$ cat config.mk
export PLATFORM = sky130hd
export DESIGN_NAME = mem_bus_arbiter_flat
export DESIGN_NICKNAME = d
export VERILOG_FILES = /design/src/rtl/mem_arb_pkg.sv /design/src/rtl/mem_bus_arbiter_if.sv /design/src/rtl/strobe_sync.sv /design/src/rtl/mem_bus_arbiter.sv /design/src/flat_wrapper.sv
export SDC_FILE = /design/constraint.sdc
export NUM_CORES = 1
export LEC_CHECK = 0
export ABC_CLOCK_PERIOD_IN_PS = 5100
export CAP_MARGIN = 20
export CORE_AREA = 2 2 84 86
export DETAILED_ROUTE_END_ITERATION = 6
export DIE_AREA = 0 0 86 88
export GPL_ROUTABILITY_DRIVEN = 0
export PLACE_DENSITY_LB_ADDON = 0.2
export SLEW_MARGIN = 20
export SYNTH_ARGS = -nofsm -noshare
export SYNTH_HDL_FRONTEND = slang
export SYNTH_SLANG_ARGS = --single-unit
$ cat constraint.sdc
create_clock -name clk -period 5.1 [get_ports clk]
set_input_delay 1.275 -clock clk [delete_from_list [all_inputs] [get_ports clk]]
set_output_delay 1.275 -clock clk [all_outputs]
set_load 0.02 [all_outputs]
$ cat src/rtl/mem_arb_pkg.sv
// Shared types and constants for the memory bus arbiter.
// Optional build macro used by the arbiter: ROM_PROTECT_EN.
package mem_arb_pkg;
   localparam int ADDR_W = 16;
   localparam int DATA_W = 8;
   localparam logic [3:0] ROM_TOP_NIBBLE_DFLT = 4'h0;

   typedef enum logic [2:0] {
      ST_IDLE        = 3'd0,
      ST_CPU_RD      = 3'd1,
      ST_CPU_RD_HOLD = 3'd2,
      ST_CPU_WR      = 3'd3,
      ST_HOST_RD     = 3'd4
   } arb_state_e;
endpackage

$ cat src/rtl/mem_bus_arbiter_if.sv
// CPU strobe bus, host valid/ready port and block-RAM port bundled together.
// slave = arbiter side, master = environment (CPU, host, memory) side.
interface mem_bus_arbiter_if;
   import mem_arb_pkg::*;

   logic              cpu_nrds;
   logic              cpu_nwds;
   logic [ADDR_W-1:0] cpu_addr;
   logic [DATA_W-1:0] cpu_wdata;
   logic [DATA_W-1:0] cpu_rdata;
   logic              cpu_hold;
   logic              host_valid;
   logic              host_we;
   logic [ADDR_W-1:0] host_addr;
   logic [DATA_W-1:0] host_wdata;
   logic              host_ready;
   logic              host_rvalid;
   logic [DATA_W-1:0] host_rdata;
   logic              mem_en;
   logic              mem_we;
   logic [ADDR_W-1:0] mem_addr;
   logic [DATA_W-1:0] mem_wdata;
   logic [DATA_W-1:0] mem_rdata;

   modport slave (
      input  cpu_nrds, cpu_nwds, cpu_addr, cpu_wdata,
      input  host_valid, host_we, host_addr, host_wdata, mem_rdata,
      output cpu_rdata, cpu_hold, host_ready, host_rvalid, host_rdata,
      output mem_en, mem_we, mem_addr, mem_wdata
   );

   modport master (
      output cpu_nrds, cpu_nwds, cpu_addr, cpu_wdata,
      output host_valid, host_we, host_addr, host_wdata, mem_rdata,
      input  cpu_rdata, cpu_hold, host_ready, host_rvalid, host_rdata,
      input  mem_en, mem_we, mem_addr, mem_wdata
   );
endinterface

$ cat src/rtl/strobe_sync.sv
// 2-FF synchronizer for an asynchronous active-low strobe plus edge detect.
// Everything resets to 1 (strobe inactive) so reset release never fakes an edge.
module strobe_sync (
   input  logic clk,
   input  logic reset_n,
   input  logic strobe_n_i,
   output logic level_o,
   output logic fall_o,
   output logic rise_o
);
   logic meta_q, sync_q, prev_q;

   // synchronizer chain plus one delay stage for edge detection
   always_ff @(posedge clk) begin
      if (!reset_n) begin
         meta_q <= 1'b1;
         sync_q <= 1'b1;
         prev_q <= 1'b1;
      end else begin
         meta_q <= strobe_n_i;
         sync_q <= meta_q;
         prev_q <= sync_q;
      end
   end

   assign level_o = sync_q;
   assign fall_o  = prev_q & ~sync_q;
   assign rise_o  = ~prev_q & sync_q;
endmodule

$ cat src/rtl/mem_bus_arbiter.sv
// Arbitrates the single-port block RAM between the 8070 CPU strobes and the
// host loader port. CPU has fixed priority; a starvation counter raises
// cpu_hold when the host has waited HOST_MAX_WAIT cycles.
// Build macro ROM_PROTECT_EN: CPU writes into the ROM nibble are dropped.
module mem_bus_arbiter #(
   parameter int         ADDR_W         = mem_arb_pkg::ADDR_W,
   parameter int         DATA_W         = mem_arb_pkg::DATA_W,
   parameter int         HOST_MAX_WAIT  = 64,
   parameter logic [3:0] ROM_TOP_NIBBLE = mem_arb_pkg::ROM_TOP_NIBBLE_DFLT
) (
   input logic               clk,
   input logic               reset_n,
   mem_bus_arbiter_if.slave  bus
);
   import mem_arb_pkg::*;

`ifdef ROM_PROTECT_EN
   localparam logic ROM_PROT = 1'b1;
`else
   localparam logic ROM_PROT = 1'b0;
`endif
   localparam logic [7:0] WAIT_MAX = 8'(HOST_MAX_WAIT);

   arb_state_e        state_q, state_d;
   logic [ADDR_W-1:0] addr_q, addr_d;
   logic [DATA_W-1:0] wdata_q, wdata_d;
   logic [DATA_W-1:0] cpu_rdata_q, cpu_rdata_d;
   logic [DATA_W-1:0] host_rdata_q, host_rdata_d;
   logic              host_rvalid_q, host_rvalid_d;
   logic [7:0]        wait_q, wait_d;
   logic              hold_q, hold_d;

   logic              mem_en_c, mem_we_c, host_ready_c;
   logic [ADDR_W-1:0] mem_addr_c;
   logic [DATA_W-1:0] mem_wdata_c;
   logic              rd_lvl, rd_fall, rd_rise;
   logic              wr_lvl, wr_fall, wr_rise;
   logic              wr_blocked;

   strobe_sync u_rd_sync (
      .clk(clk), .reset_n(reset_n), .strobe_n_i(bus.cpu_nrds),
      .level_o(rd_lvl), .fall_o(rd_fall), .rise_o(rd_rise)
   );

   strobe_sync u_wr_sync (
      .clk(clk), .reset_n(reset_n), .strobe_n_i(bus.cpu_nwds),
      .level_o(wr_lvl), .fall_o(wr_fall), .rise_o(wr_rise)
   );

   assign wr_blocked = ROM_PROT && (addr_q[ADDR_W-1 -: 4] == ROM_TOP_NIBBLE);

   // next-state, memory port and host handshake; memory outputs are combinational
   always_comb begin
      state_d       = state_q;
      addr_d        = addr_q;
      wdata_d       = wdata_q;
      cpu_rdata_d   = cpu_rdata_q;
      host_rdata_d  = host_rdata_q;
      host_rvalid_d = 1'b0;
      wait_d        = wait_q;
      hold_d        = hold_q;
      mem_en_c      = 1'b0;
      mem_we_c      = 1'b0;
      mem_addr_c    = '0;
      mem_wdata_c   = '0;
      host_ready_c  = 1'b0;
      case (state_q)
         ST_IDLE: begin
            if (rd_fall) begin
               addr_d     = bus.cpu_addr;
               mem_en_c   = 1'b1;
               mem_addr_c = bus.cpu_addr;
               state_d    = ST_CPU_RD;
            end else if (wr_fall) begin
               addr_d  = bus.cpu_addr;
               wdata_d = bus.cpu_wdata;
               state_d = ST_CPU_WR;
            end else if (bus.host_valid) begin
               host_ready_c = 1'b1;
               mem_en_c     = 1'b1;
               mem_we_c     = bus.host_we;
               mem_addr_c   = bus.host_addr;
               if (bus.host_we) mem_wdata_c = bus.host_wdata;
               else             state_d     = ST_HOST_RD;
            end
         end
         ST_CPU_RD: begin
            cpu_rdata_d = bus.mem_rdata;
            state_d     = ST_CPU_RD_HOLD;
         end
         ST_CPU_RD_HOLD: begin
            if (rd_lvl) state_d = ST_IDLE;
         end
         ST_CPU_WR: begin
            if (!wr_lvl) wdata_d = bus.cpu_wdata;
            if (wr_rise) begin
               mem_en_c    = !wr_blocked;
               mem_we_c    = !wr_blocked;
               mem_addr_c  = addr_q;
               mem_wdata_c = wdata_q;
               state_d     = ST_IDLE;
            end
         end
         ST_HOST_RD: begin
            host_rdata_d  = bus.mem_rdata;
            host_rvalid_d = 1'b1;
            state_d       = ST_IDLE;
         end
         default: state_d = ST_IDLE;
      endcase
      // an access in flight when reset lands is dropped, never half-issued
      if (!reset_n) begin
         mem_en_c     = 1'b0;
         mem_we_c     = 1'b0;
         mem_addr_c   = '0;
         mem_wdata_c  = '0;
         host_ready_c = 1'b0;
      end
      // starvation tracking: any handshake clears, stalls count up to the cap
      if (host_ready_c) begin
         wait_d = '0;
         hold_d = 1'b0;
      end else if (bus.host_valid && (wait_q != WAIT_MAX)) begin
         wait_d = wait_q + 8'd1;
         if (wait_d == WAIT_MAX) hold_d = 1'b1;
      end
   end

   // state and datapath registers
   always_ff @(posedge clk) begin
      if (!reset_n) begin
         state_q       <= ST_IDLE;
         addr_q        <= '0;
         wdata_q       <= '0;
         cpu_rdata_q   <= '0;
         host_rdata_q  <= '0;
         host_rvalid_q <= 1'b0;
         wait_q        <= '0;
         hold_q        <= 1'b0;
      end else begin
         state_q       <= state_d;
         addr_q        <= addr_d;
         wdata_q       <= wdata_d;
         cpu_rdata_q   <= cpu_rdata_d;
         host_rdata_q  <= host_rdata_d;
         host_rvalid_q <= host_rvalid_d;
         wait_q        <= wait_d;
         hold_q        <= hold_d;
      end
   end

   assign bus.cpu_rdata   = cpu_rdata_q;
   assign bus.cpu_hold    = hold_q;
   assign bus.host_ready  = host_ready_c;
   assign bus.host_rvalid = host_rvalid_q;
   assign bus.host_rdata  = host_rdata_q;
   assign bus.mem_en      = mem_en_c;
   assign bus.mem_we      = mem_we_c;
   assign bus.mem_addr    = mem_addr_c;
   assign bus.mem_wdata   = mem_wdata_c;

   logic unused_ok;
   assign unused_ok = rd_rise;
endmodule

$ cat src/flat_wrapper.sv
// flat-port wrapper written by rule: the top's interface ports become plain ports
module mem_bus_arbiter_flat import mem_arb_pkg::*;
#(
   parameter int         ADDR_W         = mem_arb_pkg::ADDR_W,
   parameter int         DATA_W         = mem_arb_pkg::DATA_W,
   parameter int         HOST_MAX_WAIT  = 64,
   parameter logic [3:0] ROM_TOP_NIBBLE = mem_arb_pkg::ROM_TOP_NIBBLE_DFLT
)
  (clk, reset_n, bus_cpu_nrds, bus_cpu_nwds, bus_cpu_addr, bus_cpu_wdata, bus_host_valid, bus_host_we, bus_host_addr, bus_host_wdata, bus_mem_rdata, bus_cpu_rdata, bus_cpu_hold, bus_host_ready, bus_host_rvalid, bus_host_rdata, bus_mem_en, bus_mem_we, bus_mem_addr, bus_mem_wdata);
  mem_bus_arbiter_if bus_i ();
  input logic clk;
  input logic reset_n;
  input wire logic [$bits(bus_i.cpu_nrds)-1:0] bus_cpu_nrds;
  input wire logic [$bits(bus_i.cpu_nwds)-1:0] bus_cpu_nwds;
  input wire logic [$bits(bus_i.cpu_addr)-1:0] bus_cpu_addr;
  input wire logic [$bits(bus_i.cpu_wdata)-1:0] bus_cpu_wdata;
  input wire logic [$bits(bus_i.host_valid)-1:0] bus_host_valid;
  input wire logic [$bits(bus_i.host_we)-1:0] bus_host_we;
  input wire logic [$bits(bus_i.host_addr)-1:0] bus_host_addr;
  input wire logic [$bits(bus_i.host_wdata)-1:0] bus_host_wdata;
  input wire logic [$bits(bus_i.mem_rdata)-1:0] bus_mem_rdata;
  output wire logic [$bits(bus_i.cpu_rdata)-1:0] bus_cpu_rdata;
  output wire logic [$bits(bus_i.cpu_hold)-1:0] bus_cpu_hold;
  output wire logic [$bits(bus_i.host_ready)-1:0] bus_host_ready;
  output wire logic [$bits(bus_i.host_rvalid)-1:0] bus_host_rvalid;
  output wire logic [$bits(bus_i.host_rdata)-1:0] bus_host_rdata;
  output wire logic [$bits(bus_i.mem_en)-1:0] bus_mem_en;
  output wire logic [$bits(bus_i.mem_we)-1:0] bus_mem_we;
  output wire logic [$bits(bus_i.mem_addr)-1:0] bus_mem_addr;
  output wire logic [$bits(bus_i.mem_wdata)-1:0] bus_mem_wdata;
  assign bus_i.cpu_nrds = bus_cpu_nrds;
  assign bus_i.cpu_nwds = bus_cpu_nwds;
  assign bus_i.cpu_addr = bus_cpu_addr;
  assign bus_i.cpu_wdata = bus_cpu_wdata;
  assign bus_i.host_valid = bus_host_valid;
  assign bus_i.host_we = bus_host_we;
  assign bus_i.host_addr = bus_host_addr;
  assign bus_i.host_wdata = bus_host_wdata;
  assign bus_i.mem_rdata = bus_mem_rdata;
  assign bus_cpu_rdata = bus_i.cpu_rdata;
  assign bus_cpu_hold = bus_i.cpu_hold;
  assign bus_host_ready = bus_i.host_ready;
  assign bus_host_rvalid = bus_i.host_rvalid;
  assign bus_host_rdata = bus_i.host_rdata;
  assign bus_mem_en = bus_i.mem_en;
  assign bus_mem_we = bus_i.mem_we;
  assign bus_mem_addr = bus_i.mem_addr;
  assign bus_mem_wdata = bus_i.mem_wdata;
  mem_bus_arbiter #(.ADDR_W(ADDR_W), .DATA_W(DATA_W), .HOST_MAX_WAIT(HOST_MAX_WAIT), .ROM_TOP_NIBBLE(ROM_TOP_NIBBLE)) u_core (.clk(clk), .reset_n(reset_n), .bus(bus_i));
endmodule
Word-level counts from Yosys, hierarchy flattened
Cells that the tools add are included.

storage, ports and cells
  flip-flop bits (word level) = 59
  input port bits = 62
  output and inout port bits = 45

cells by class
  add/subtract/negate cells = 1
  eq/ne operators = 13
  multiplexer cells = 41
  bitwise gates (word level) = 7
  reductions and logical operators = 9

operators by type and width
  cell                   count
  $mux W16               7
  $mux W8                9
  $pmux W16 S2           1
  $pmux W8 S2            2
  $mux W3                6
  $mux W1                13
  $pmux W3 S4            1
  $ne A2 B2 Y1 const B   5
  $add A8 B1 Y8 const B  1
  $eq A8 B7 Y1 const B   1
  $ne A4 B3 Y1 const B   2
  $ne A8 B7 Y1 const B   1
  $reduce_and A4 Y1      2
  $eq A3 B2 Y1 const B   2
  $not A1 Y1             4
  $pmux W1 S2            2
  $reduce_and A2 Y1      2
  $reduce_bool A2 Y1     2
  $and A1 B1 Y1          3
  $eq A3 B1 Y1 const B   1
  $eq A3 B3 Y1 const B   1
  $logic_not A3 Y1       1
  $reduce_or A2 Y1       1
  $logic_and A1 B1 Y1    1

Depth between registers and ports, before layout
Gate-level depths: netlist of the first run.

  word-level depth = 7
  depth in mapped cells = 6
  gate-level depth less buffers = 6

By module
A second synthesis of the first run with hierarchy kept.

second synthesis, totals
  cell total of the unflattened synthesis = 332
  area, all modules = 2,862.7 um2

modules (own cells, without submodules)
  module           times used  cells each  area each (um2)
  mem_bus_arbiter  1           316         2,680.1
  strobe_sync      2           8           91.3

Worst setup path after synthesis of the first run
Ideal clock, no wire load.

  path type = input -> output
  start = in bus_host_valid
  end = out bus_mem_addr[10]
  arrival time = 2.120 ns
  required time = 3.825 ns
  path slack = 1.705 ns
  stages = 5
  buffers on the path = 2
  cell sequence = and4_1 -> buf_6 -> buf_2 -> a222oi_1 -> nor2_1

on the way
  cells in the longest elaborated chain, start to end = 5

RTL lines
  what             RTL line                RTL
  start, declared  flat_wrapper.sv:17      input wire logic [$bits(bus_i.host_valid)-1:0] bus_host_valid;
  $mux W16         mem_bus_arbiter.sv:78   end else if (bus.host_valid) begin
  $mux W16         mem_bus_arbiter.sv:74   end else if (wr_fall) begin
  $mux W16         mem_bus_arbiter.sv:69   if (rd_fall) begin
  $pmux W16 S2     mem_bus_arbiter.sv:67   case (state_q)
  $mux W16         mem_bus_arbiter.sv:112  if (!reset_n) begin
  end, declared    flat_wrapper.sv:29      output wire logic [$bits(bus_i.mem_addr)-1:0] bus_mem_addr;

Every way passes these cells.

Worst setup path after layout of the first run
  start = in bus_host_valid
  end = out bus_mem_addr[0]

Same word-level chain as after synthesis.

==> reports/summary.json, run 1 <==
{
  "status": "finished clean",
  "finalNetCount": 495,
  "cts_htree_levels": 3,
  "timing.critical_path.mode_cell": "sky130_fd_sc_hd__clkdlybuf4s50_1",
  "power.share.switching_pct": 24.78,
  "worst_pin_slew_ns": 1.028,
  "filler_cell_count": 582,
  "floorplan.die_area_um2": 7568,
  "seqPwrFrac_pct": 42.5,
  "drt_first_pass_iters": 5,
  "clock_sink_count": 59,
  "die_w_um": 86,
  "synth_seq_area_share_pct": 40.03,
  "slowest_delay_ns": 0.62,
  "synth_compound_gate_area_share_pct": 20.19,
  "pin_count_of_the_biggest_net_entering_global_routing": 36,
  "area_delta_synth_final_pct": 42.79,
  "post_cts_resized": 0,
  "clk_path_buf_depth": 2,
  "timing.hold.worst.class": "register to register",
  "worst_slew_margin_rel_pct": 31.45,
  "floorplan.io_pins": 107,
  "period_needed_ns": 4.438,
  "worst-path-max-fanout": 28,
  "post_synth_mux_area_share_pct": 5.768,
  "worstSetupStartpointType": "input pin",
  "n_antenna_cell": 0,
  "met2_length_um": 3608,
  "tritoncts.num_buffers": 9,
  "route.detailed.drc": 0,
  "post-synth-top-area-fraction_pct": 40.03,
  "synth_top_family_by_area": "simple AND/OR/NAND/NOR gates",
  "top_layer_used": "met4",
  "post_synth_xor_area_fraction_pct": 2.078,
  "maxCapViolCount": 0,
  "yosysWarnings": 0,
  "timing.critical_path.required_ns": 3.83,
  "routed-via-count": 2744,
  "path_class": "input pin to output pin",
  "dp.final_hpwl_um": 5294,
  "synth_common_cells": "sky130_fd_sc_hd__nand2_1 (68), sky130_fd_sc_hd__dfxtp_1 (59), sky130_fd_sc_hd__nor2_1 (34)",
  "grt_antenna_before_repair": 0,
  "rsz0062_at_grt": "false",
  "synth_area_leader_cell": "sky130_fd_sc_hd__dfxtp_1",
  "grt_pass1_wl_um": 11810,
  "synthSimpleGateAreaFrac_pct": 25.45,
  "syn_inst": 331,
  "post_synth_num_cell_types": 50,
  "die_height_um": 88,
  "postCtsHoldBufs": 0,
  "coreArea_um2": 6644,
  "global_route.usage.total_pct": 19.74,
  "hold_slack_ns": 0.4087,
  "power_per_cell_area_nw_per_um2": 274.7,
  "syn-mean-instance-area_um2": 8.913,
  "route.antenna.remaining_nets": 0,
  "critical_path.top_delay_family": "buffers and inverters",
  "switchingPower_mw": 0.2868,
  "clockRootBuffer": "sky130_fd_sc_hd__clkbuf_8",
  "timing.clock.skew_ns": 0.005826,
  "synth_edf_count": 0,
  "timing.final.crit_share_pct": 87.02,
  "clk_latency_ns": 0.33,
  "post_cts_buffers": 0,
  "first_global_vias": 2505,
  "achievable_freq_ghz": 0.2253,
  "synth_area_leaders": "sky130_fd_sc_hd__dfxtp_1 (40%), sky130_fd_sc_hd__nand2_1 (8.7%), sky130_fd_sc_hd__mux2i_1 (5.8%), sky130_fd_sc_hd__a222oi_1 (5.4%), sky130_fd_sc_hd__nor2_1 (4.3%)",
  "critical_path.endpoint_type": "output pin",
  "p_clk_share_pct": 39.7,
  "crit_path_cell_trace": "clkdlybuf4s50_1, and4_1, buf_4, a222oi_1, nor2_1, clkdlybuf4s50_1",
  "wirelength_um": 7323,
  "final_hold_viol_count": 0,
  "arrival_ns": 3.16,
  "syn-cell-area_um2": 2950,
  "p_leak_nw": 1.465,
  "floorplan.initialDensity_pct": 44.41,
  "critical_path.slowest_cell": "sky130_fd_sc_hd__clkdlybuf4s50_1",
  "row_count": 30,
  "synth-async-reset-ratio_pct": 0,
  "intPower_mw": 0.8705,
  "wire_per_inst_um": 14.25,
  "tritoncts": "built",
  "synth.net_count": 396,
  "routed_via_density": 5.339,
  "report.final.setup_viol": 0,
  "postSynth.topFlopCell": "sky130_fd_sc_hd__dfxtp_1",
  "sum_neg_setup_slack_ns": 0,
  "synth_fa_ha_area_share_pct": 1.272,
  "combinationalPowerShare_pct": 17.8,
  "cts.clk_slew.worst_paths_ns": 0.06,
  "layout-drive-gt1-share_pct": 9.217,
  "drt_first_iter_violations": 191,
  "critPathBufInv": 3,
  "gr-total-overflow": 0,
  "ir_drop_mv": 0.1736,
  "count_of_buffers_inserted_at_the_top_level_ports": 106,
  "ys_ff_latch": 59,
  "dr_wl_met3_um": 458,
  "timing.final.max_slew_violations": 0,
  "yosys.cell_count.top_type": "sky130_fd_sc_hd__nand2_1",
  "wl_met1_um": 3107
}
## power by group through the flow
stage | logic, mW | registers, mW | clock network, mW
3_3_place_gp | 0.204 | 0.501 | 0
3_5_place_dp | 0.207 | 0.502 | 0
6_report | 0.206 | 0.492 | 0.459
2_1_floorplan | 0.112 | 0.504 | 0
5_1_grt | 0.224 | 0.494 | 0.490
4_1_cts | 0.207 | 0.492 | 0.472
## layout by cell type, fill, tap and decap left out, types with 2 or more instances in the layout
master	count
sky130_fd_sc_hd__clkdlybuf4s50_1	105
sky130_fd_sc_hd__nand2_1	68
sky130_fd_sc_hd__dfxtp_1	59
sky130_fd_sc_hd__nor2_1	34
sky130_fd_sc_hd__mux2i_1	17
sky130_fd_sc_hd__a222oi_1	16
sky130_fd_sc_hd__a21boi_0	14
sky130_fd_sc_hd__nor2b_1	11
sky130_fd_sc_hd__a21boi_1	10
sky130_fd_sc_hd__clkbuf_8	10
sky130_fd_sc_hd__nand2b_1	8
sky130_fd_sc_hd__a32oi_1	8
sky130_fd_sc_hd__xor2_1	5
sky130_fd_sc_hd__buf_4	5
sky130_fd_sc_hd__nand3b_1	4
sky130_fd_sc_hd__and2_1	4
sky130_fd_sc_hd__nand2b_4	3
sky130_fd_sc_hd__nor2_2	3
sky130_fd_sc_hd__a21oi_1	3
sky130_fd_sc_hd__nand3_1	3
sky130_fd_sc_hd__nand4_1	3
sky130_fd_sc_hd__ha_1	3
sky130_fd_sc_hd__inv_1	2
sky130_fd_sc_hd__and4_1	2
sky130_fd_sc_hd__a21oi_4	2
sky130_fd_sc_hd__o21ai_0	2
sky130_fd_sc_hd__a41oi_1	2
sky130_fd_sc_hd__xnor2_1	2
sky130_fd_sc_hd__bufinv_16	2
sky130_fd_sc_hd__clkinv_2	2
## cells by family after synthesis
kind of cell	after synthesis
and+or+nand+nor	152
AOI/OAI and AO/OA	68
DFF	59
buffers and inverters	25
muxes	17
xor gates and xnor gates	7
adders and majority gates	3
## through the flow
stage               cells  util [%]  power, mW  instance area, µm²  setup WS (ns)
floorplan             331         -     0.6165                2950          1.705
global placement      499     60.17     0.7052                3998         0.6835
detailed placement    499     60.17     0.7086                3998         0.6733
CTS                   514     63.41      1.171                4213         0.6692
global route          514     63.41      1.208                4213         0.5488
finish                514     63.41      1.157                4213         0.6618
## layout make-up
type                       count  area (µm²)  share of cell area, %
clock buffer                  10       137.6                  3.267
sequential                    59        1181                  28.04
tap                           80       100.1                  2.376
inverter                       2       7.507                 0.1782
timing repair buffer         111        1094                  25.96
clock inverter                 5       77.57                  1.841
multi-input combinational    247        1615                  38.34
## path summary, 6_finish.rpt
check                                                   startpoint                                   to  slack [ns]  cells past startpoint
worst min register to register  u_core.u_rd_sync.meta_q$_SDFF_PN1_  u_core.u_rd_sync.level_o$_SDFF_PN1_        0.41                      1
worst max register to register       u_core.wait_q[0]$_SDFFE_PP0P_        u_core.wait_q[1]$_SDFFE_PP0P_        3.41                      6
worst max-delay path                                bus_host_valid                      bus_mem_addr[0]        0.66                      6
worst min-delay path            u_core.u_rd_sync.meta_q$_SDFF_PN1_  u_core.u_rd_sync.level_o$_SDFF_PN1_        0.41                      1
## per-layer routing
metal	vias to the layer above	GRT usage [%]
li1	1369	-
met1	1273	24.80
met2	86	32.14
met3	16	4.430
met4	0	9.524
met5	-	0
## flip-flops by register name (all words and copies together), names as in the netlist, 3 cells and up
name and count:
u_core.addr_q 16, u_core.bus.cpu_rdata 8, u_core.bus.host_rdata 8, u_core.wait_q 8, u_core.wdata_q 8, u_core.state_q 3
No activity file was read; power rests on OpenSTA's default activity.
==> run 2, diff against run 1 <==
Settings changed: CTS_BUF_LIST set to sky130_fd_sc_hd__clkbuf_8.
==> results of run 2 <==
The final DEF is identical to that of run 1; final timing and power are the same.
